$ cat src/rtl/cpu_pkg.sv
// Shared CPU definitions: opcodes, instruction field positions and the issue-stage decoder.
// The ALU imports the same package, so both ends agree on instruction layout.
package cpu_pkg;

    localparam logic [5:0] OP_RTYPE = 6'b000000;
    localparam logic [5:0] OP_ADDIU = 6'b001001;
    localparam logic [5:0] OP_ANDI  = 6'b001100;
    localparam logic [5:0] OP_LW    = 6'b100011;
    localparam logic [5:0] OP_SW    = 6'b101011;
    localparam logic [5:0] OP_BEQ   = 6'b000100;
    localparam logic [5:0] OP_BNE   = 6'b000101;

    localparam int OP_HI  = 31;
    localparam int OP_LO  = 26;
    localparam int RS_HI  = 25;
    localparam int RS_LO  = 21;
    localparam int RT_HI  = 20;
    localparam int RT_LO  = 16;
    localparam int RD_HI  = 15;
    localparam int RD_LO  = 11;
    localparam int SH_HI  = 10;
    localparam int SH_LO  = 6;
    localparam int IMM_HI = 15;
    localparam int IMM_LO = 0;

    typedef enum logic [1:0] {
        BSEL_RT   = 2'd0,
        BSEL_SEXT = 2'd1,
        BSEL_ZEXT = 2'd2
    } bsel_e;

    typedef struct packed {
        logic [4:0] rs;
        logic [4:0] rt;
        logic [4:0] dest;
        logic       wen;
        bsel_e      bsel;
    } decode_t;

    // Non-writing instructions report dest = 0 so downstream never sees a stale index.
    function automatic decode_t decode(input logic [31:0] instr);
        decode_t d;
        d.rs   = instr[RS_HI:RS_LO];
        d.rt   = instr[RT_HI:RT_LO];
        d.dest = instr[RT_HI:RT_LO];
        d.wen  = 1'b0;
        d.bsel = BSEL_RT;
        case (instr[OP_HI:OP_LO])
            OP_RTYPE: begin
                d.dest = instr[RD_HI:RD_LO];
                d.wen  = 1'b1;
            end
            OP_ADDIU, OP_LW: begin
                d.bsel = BSEL_SEXT;
                d.wen  = 1'b1;
            end
            OP_ANDI: begin
                d.bsel = BSEL_ZEXT;
                d.wen  = 1'b1;
            end
            OP_SW:          d.bsel = BSEL_SEXT;
            OP_BEQ, OP_BNE: d.bsel = BSEL_RT;
            default:        d.bsel = BSEL_RT;
        endcase
        if (d.dest == 5'd0) d.wen = 1'b0;
        if (!d.wen) d.dest = 5'd0;
        return d;
    endfunction

endpackage

$ cat src/rtl/reg_file_2r1w.sv
// Register file with two combinational read ports and one write port.
// $0 always reads zero; a write in flight is bypassed to readers in the same cycle.
module reg_file_2r1w #(
    parameter int XLEN  = 32,
    parameter int NREGS = 32
) (
    input  logic            clk,
    input  logic            rst_n,
    input  logic [4:0]      ra0,
    output logic [XLEN-1:0] rd0,
    input  logic [4:0]      ra1,
    output logic [XLEN-1:0] rd1,
    input  logic            we,
    input  logic [4:0]      wa,
    input  logic [XLEN-1:0] wd
);

    logic [XLEN-1:0] regs_q [NREGS];
    logic [XLEN-1:0] regs_d [NREGS];

    always_comb begin
        regs_d = regs_q;
        if (we && wa != 5'd0) regs_d[wa] = wd;
        regs_d[0] = '0;
    end

    always_ff @(posedge clk or negedge rst_n) begin
        if (!rst_n) begin
            for (int i = 0; i < NREGS; i++) regs_q[i] <= '0;
        end else begin
            regs_q <= regs_d;
        end
    end

    assign rd0 = (ra0 == 5'd0) ? '0 : ((we && wa == ra0) ? wd : regs_q[ra0]);
    assign rd1 = (ra1 == 5'd0) ? '0 : ((we && wa == ra1) ? wd : regs_q[ra1]);

endmodule

$ cat src/rtl/id_issue_stage.sv
// Decode/issue stage feeding the ALU input register. Operands come from a local register
// file; a busy-bit scoreboard holds RAW/WAW hazards until the producer writes back.
module id_issue_stage
    import cpu_pkg::*;
#(
    parameter int XLEN  = 32,
    parameter int NREGS = 32
) (
    input  logic            clk,
    input  logic            rst_n,
    input  logic            in_valid,
    output logic            in_ready,
    input  logic [31:0]     in_instr,
    output logic            out_valid,
    input  logic            out_ready,
    output logic [31:0]     Instruction,
    output logic [XLEN-1:0] A,
    output logic [XLEN-1:0] B,
    output logic [4:0]      shamt,
    output logic [XLEN-1:0] store_data,
    output logic [4:0]      dest,
    output logic            dest_wen,
    input  logic            wb_en,
    input  logic [4:0]      wb_addr,
    input  logic [XLEN-1:0] wb_data,
    input  logic            flush
);

    // Handshake: a transfer happens on a rising edge where valid and ready are both high;
    // out_valid and the operand outputs stay stable until out_ready or flush retires them.

    decode_t         dec;
    logic [XLEN-1:0] rs_val;
    logic [XLEN-1:0] rt_val;
    logic [XLEN-1:0] b_val;
    logic [15:0]     imm;

    assign dec = decode(in_instr);
    assign imm = in_instr[IMM_HI:IMM_LO];

    reg_file_2r1w #(.XLEN(XLEN), .NREGS(NREGS)) u_rf (
        .clk   (clk),
        .rst_n (rst_n),
        .ra0   (dec.rs),
        .rd0   (rs_val),
        .ra1   (dec.rt),
        .rd1   (rt_val),
        .we    (wb_en),
        .wa    (wb_addr),
        .wd    (wb_data)
    );

    always_comb begin
        b_val = rt_val;
        case (dec.bsel)
            BSEL_SEXT: b_val = {{(XLEN-16){imm[15]}}, imm};
            BSEL_ZEXT: b_val = {{(XLEN-16){1'b0}}, imm};
            default:   b_val = rt_val;
        endcase
    end

    logic [NREGS-1:0] busy_q, busy_d, busy_eff, wb_mask;
    logic             stall, accept;

    logic            out_valid_q, out_valid_d;
    logic [31:0]     instr_q, instr_d;
    logic [XLEN-1:0] a_q, a_d;
    logic [XLEN-1:0] b_q, b_d;
    logic [4:0]      shamt_q, shamt_d;
    logic [XLEN-1:0] store_q, store_d;
    logic [4:0]      dest_q, dest_d;
    logic            dest_wen_q, dest_wen_d;

    always_comb begin
        wb_mask = '0;
        if (wb_en) wb_mask[wb_addr] = 1'b1;
    end

    // A register being written back this cycle is already safe to read through the bypass.
    assign busy_eff = busy_q & ~wb_mask;
    assign stall    = in_valid & (busy_eff[dec.rs] | busy_eff[dec.rt] |
                                  (dec.wen & busy_eff[dec.dest]));
    assign in_ready = (!out_valid_q | out_ready) & !stall & !flush;
    assign accept   = in_valid & in_ready;

    always_comb begin
        out_valid_d = out_valid_q;
        instr_d     = instr_q;
        a_d         = a_q;
        b_d         = b_q;
        shamt_d     = shamt_q;
        store_d     = store_q;
        dest_d      = dest_q;
        dest_wen_d  = dest_wen_q;
        busy_d      = busy_q & ~wb_mask;

        if (flush && out_valid_q && dest_wen_q) busy_d[dest_q] = 1'b0;

        if (flush) begin
            out_valid_d = 1'b0;
        end else if (accept) begin
            out_valid_d = 1'b1;
            instr_d     = in_instr;
            a_d         = rs_val;
            b_d         = b_val;
            shamt_d     = in_instr[SH_HI:SH_LO];
            store_d     = rt_val;
            dest_d      = dec.dest;
            dest_wen_d  = dec.wen;
            if (dec.wen) busy_d[dec.dest] = 1'b1;
        end else if (out_ready) begin
            out_valid_d = 1'b0;
        end
    end

    always_ff @(posedge clk or negedge rst_n) begin
        if (!rst_n) begin
            out_valid_q <= 1'b0;
            instr_q     <= '0;
            a_q         <= '0;
            b_q         <= '0;
            shamt_q     <= '0;
            store_q     <= '0;
            dest_q      <= '0;
            dest_wen_q  <= 1'b0;
            busy_q      <= '0;
        end else begin
            out_valid_q <= out_valid_d;
            instr_q     <= instr_d;
            a_q         <= a_d;
            b_q         <= b_d;
            shamt_q     <= shamt_d;
            store_q     <= store_d;
            dest_q      <= dest_d;
            dest_wen_q  <= dest_wen_d;
            busy_q      <= busy_d;
        end
    end

    assign out_valid   = out_valid_q;
    assign Instruction = instr_q;
    assign A           = a_q;
    assign B           = b_q;
    assign shamt       = shamt_q;
    assign store_data  = store_q;
    assign dest        = dest_q;
    assign dest_wen    = dest_wen_q;

endmodule

$ cat config.mk
export PLATFORM = sky130hd
export DESIGN_NAME = id_issue_stage
export DESIGN_NICKNAME = d
export VERILOG_FILES = /design/src/rtl/cpu_pkg.sv /design/src/rtl/reg_file_2r1w.sv /design/src/rtl/id_issue_stage.sv
export SDC_FILE = /design/constraint.sdc
export NUM_CORES = 2
export LEC_CHECK = 0
export CAP_MARGIN = 30
export CORE_MARGIN = 1
export CORE_UTILIZATION = 40
export DETAILED_ROUTE_END_ITERATION = 10
export PLACE_DENSITY = 0.52
export SYNTH_ARGS = -nofsm -noshare
export SYNTH_HDL_FRONTEND = slang
export SYNTH_SLANG_ARGS = --single-unit
$ cat constraint.sdc
create_clock -name clk -period 4.06 [get_ports clk]
set_clock_uncertainty 0.2 [all_clocks]
set_input_delay 0.406 -clock clk [delete_from_list [all_inputs] [get_ports clk]]
set_output_delay 0.406 -clock clk [all_outputs]
set_load 0.01 [all_outputs]
==> flow_metrics.tcl <==
set metrics [dict create \
    status "complete, but fails checks" \
    violations "design-rule violations" \
    synthesis.nets 4273 \
    yosysMostFrequentCell "dfrtp_1" \
    p_per_area_nw_per_um2 504 \
    cp-end-kind "primary output" \
    fin_crit_sh_pct 97.0 \
    wl_per_cell_um 32.0 \
    vias 40700 \
    max_freq_mhz 254 \
    routed_wl_um 212000 \
    worstSetupPathType "in -> out" \
    gp_congestion 0.966 \
    crit_path_max_fanout 7 \
    post-route-min-period_ns 3.94 \
    yosys-top-cells-area "dfrtp_1, mux4_2, mux2_2" \
    viasPerCell 6.13 \
    coreArea_um2 154000 \
    ant_nets 0 \
    hpwl_um 125000 \
    async_flop_share_pct 100 \
    switchingPower_w 0.0103 \
    synth_seq_cells 1159 \
    drv_cap 0 \
    synth_edf_count 0 \
    p_clk_share_pct 33.7 \
    hold_violations 0 \
    p_int_w 0.0269 \
    finalSetupViolations 0 \
    start_util_pct 40.3 \
    cts_buffers 138 \
    nets 4554 \
    ys_warn_count 0 \
    port_buffers 215 \
    htree_num_levels 4 \
    slowest_delay_ns 0.64 \
    postSynthCellCount 4196 \
    clock-sinks 1159 \
    die_x_um 396 \
    seq_power_share_pct 42.5 \
    drt_iter0_drc 3424 \
    synth_top_cell_by_area "dfrtp_1" \
    cts_max_path_buffers 3 \
    synth-main-ff-cell "dfrtp_1" \
    synthTopCellsByCount "dfrtp_1, mux2_2, mux4_2" \
    drive_gt1_share_pct 52.4 \
    yosysTopAreaCellShare_pct 46.6 \
    dieArea_um2 157000 \
    cts-root-buf "clkbuf_16" \
    instances_no_fill 6631 \
    cts_tree "built" \
    grt_pass1_vias 42200 \
    slew_violations 0 \
    diodes 0 \
    min_path_cells 2 \
    drc 42 \
    grt_pass1_wl_um 311000 \
    required_ns 3.45 \
    critPathTopFamily "buffers and inverters" \
    rows 144 \
    leakagePower_nw 31.3 \
    dr.pass1.iters 8 \
    syn_to_final_growth_pct 18.4 \
    clk_latency_ns 0.81 \
    critPathLaunchType "input pin" \
    post-place-cells 6372 \
    worstRegToRegCells 12 \
    cpMostUsedCell "buf_4" \
    path_depth 12 \
    cp_cell_sequence "clkdlybuf4s50_1, nand2b_1, buf_4, nor2_4, o22ai_1, o41ai_1, buf_4, o311ai_1, nand3_1, nand4b_4, o31ai_2, buf_2" \
    die_h_um 396 \
    yosysSeqAreaShare_pct 46.6 \
    synth.distinct_cells 85 \
    clkTransAtPathRegs_ns 0.06 \
    hold_path_class "in -> reg" \
    pin_count 216 \
    sw_frac_of_total_pct 27.6 \
    antenna_found_initial 3 \
    finalPower_w 0.0371 \
    ir_drop_v 0.000477 \
    path_buf_inv 4 \
    slew_headroom_pct 28.4 \
    rsz0062_at_grt "no" \
    comb_power_share_pct 23.9 \
    grt_use_total_pct 27.4 \
    grt_overflow 0 \
    grt_max_degree 121 \
    cp_data_arrival_time_ns 3.33 \
    avgSynthCellArea_um2 14.8 \
    worst_pin_slew_ns 1.07 \
    netlist_area_um2 62200 \
    slowest_stage "clkdlybuf4s50_1" \
]
[routing by layer]
| layer | vias to the layer above | wire, um | track usage, % |
|---|---|---|---|
| li1 | 16800 | - | - |
| met1 | 22300 | 94600 | 38.9 |
| met2 | 1231 | 99200 | 42.8 |
| met3 | 354 | 11100 | 4.27 |
| met4 | 2 | 7280 | 9.18 |
| met5 | - | 11 | 0 |
[metrics by stage]
| stage | TNS [ns] | utilization [%] | setup WS [ns] | hold WS [ns] | instance area (um2) |
|---|---|---|---|---|---|
| floorplan | 0 | - | 0.262 | -0.0896 | 62200 |
| CTS | 0 | 47.8 | 0.00184 | 0.0327 | 73600 |
| finish | 0 | 47.8 | 0.122 | 0.0770 | 73700 |
| global placement | -48.18 | 44.5 | -0.510 | 0.211 | 68700 |
| global route | 0 | 47.8 | 0.00127 | 0.0684 | 73700 |
| detailed placement | -59.35 | 44.7 | -0.556 | 0.205 | 69000 |
[cells by family after synthesis]
logic type	count (synthesis)	synth area share, %
DFF	1159	46.6
AOI/OAI and AO/OA	338	3.77
xor gates and xnor gates	10	0.141
buffers and inverters	445	2.90
and+or+nand+nor	439	3.38
adders and majority gates	2	0.0402
muxes	1803	43.1
[sequential cells by signal, indices dropped and copies added, names as in the netlist]
| name | count |
|---|---|
| B | 32 |
| A | 32 |
| dest | 5 |
| u_rf.regs_q | 992 |
| store_data | 32 |
| out_valid | 1 |
| busy_q | 32 |
| Instruction | 32 |
| dest_wen | 1 |
[layout by cell type (no fill, tap or decap), types with 8 or more instances in the layout]
cell type        netlist  layout
buf_12                 0      59
o22ai_1               10      10
o211ai_1              27      27
nor2_4                 0      20
inv_1                 11       8
mux2i_1               39      38
mux2_1                13      13
nor3_1                38      38
a22o_1                60      60
mux2_4                30      30
xor2_1                 8       8
a22oi_1                8       8
clkdlybuf4s50_1        0     205
buf_16                 0       8
o21ai_0               73      71
buf_8                  3       8
nand2_1               75      69
o21bai_1               9       9
nand3b_1               9       9
o31ai_1               20      18
clkbuf_16              0     143
nor2b_1               12      10
mux2_2              1147    1147
mux4_2               574     574
clkinv_2               0      22
buf_4                  8     285
nor2_1               198     177
dfrtp_1             1159    1159
clkbuf_1             345      32
nand3_1               37      33
clkbuf_8               0      37
a21oi_1               67      66
[what timing repair did]
| action | in CTS | in global routing |
|---|---|---|
| gates resized for setup | 15 | 3 |
| hold endpoints to repair | 639 | 0 |
| setup endpoints to repair | 1 | 1 |
| hold buffers | 7 | 0 |
| pin swaps | 4 | 5 |
| setup buffers | 1 | 1 |
[final timing paths]
check	from	end	slack [ns]
max in group asynchronous	rst_n	u_rf.regs_q[499]	1.98
max reg2reg	busy_q[8]	A[14]	0.63
max	wb_addr[0]	in_ready	0.12
min reg2reg	B[19]	B[19]	0.29
min in group asynchronous	rst_n	Instruction[29]	0.54
min	in_instr[2]	Instruction[2]	0.08
[final cells by class]
class                      instances  area [um2]
fill                           13600       80600
multi-input combinational       2592       31700
sequential                      1159       29000
timing repair buffer             575        5810
clock buffer                     212        4210
tap                             2044        2560
clock inverter                    38         323
inverter                          11        48.8
[power by group through the flow]
stage	sequential (W)	clock (W)	combinational (W)
4_1_cts	0.0157	0.0128	0.00896
5_1_grt	0.0161	0.0132	0.00946
6_report	0.0158	0.0125	0.00887
3_5_place_dp	0.0159	0	0.00892
2_1_floorplan	0.0156	0	0.00562
3_3_place_gp	0.0158	0	0.00877
Note: power is estimated with default switching activity, not from simulation.
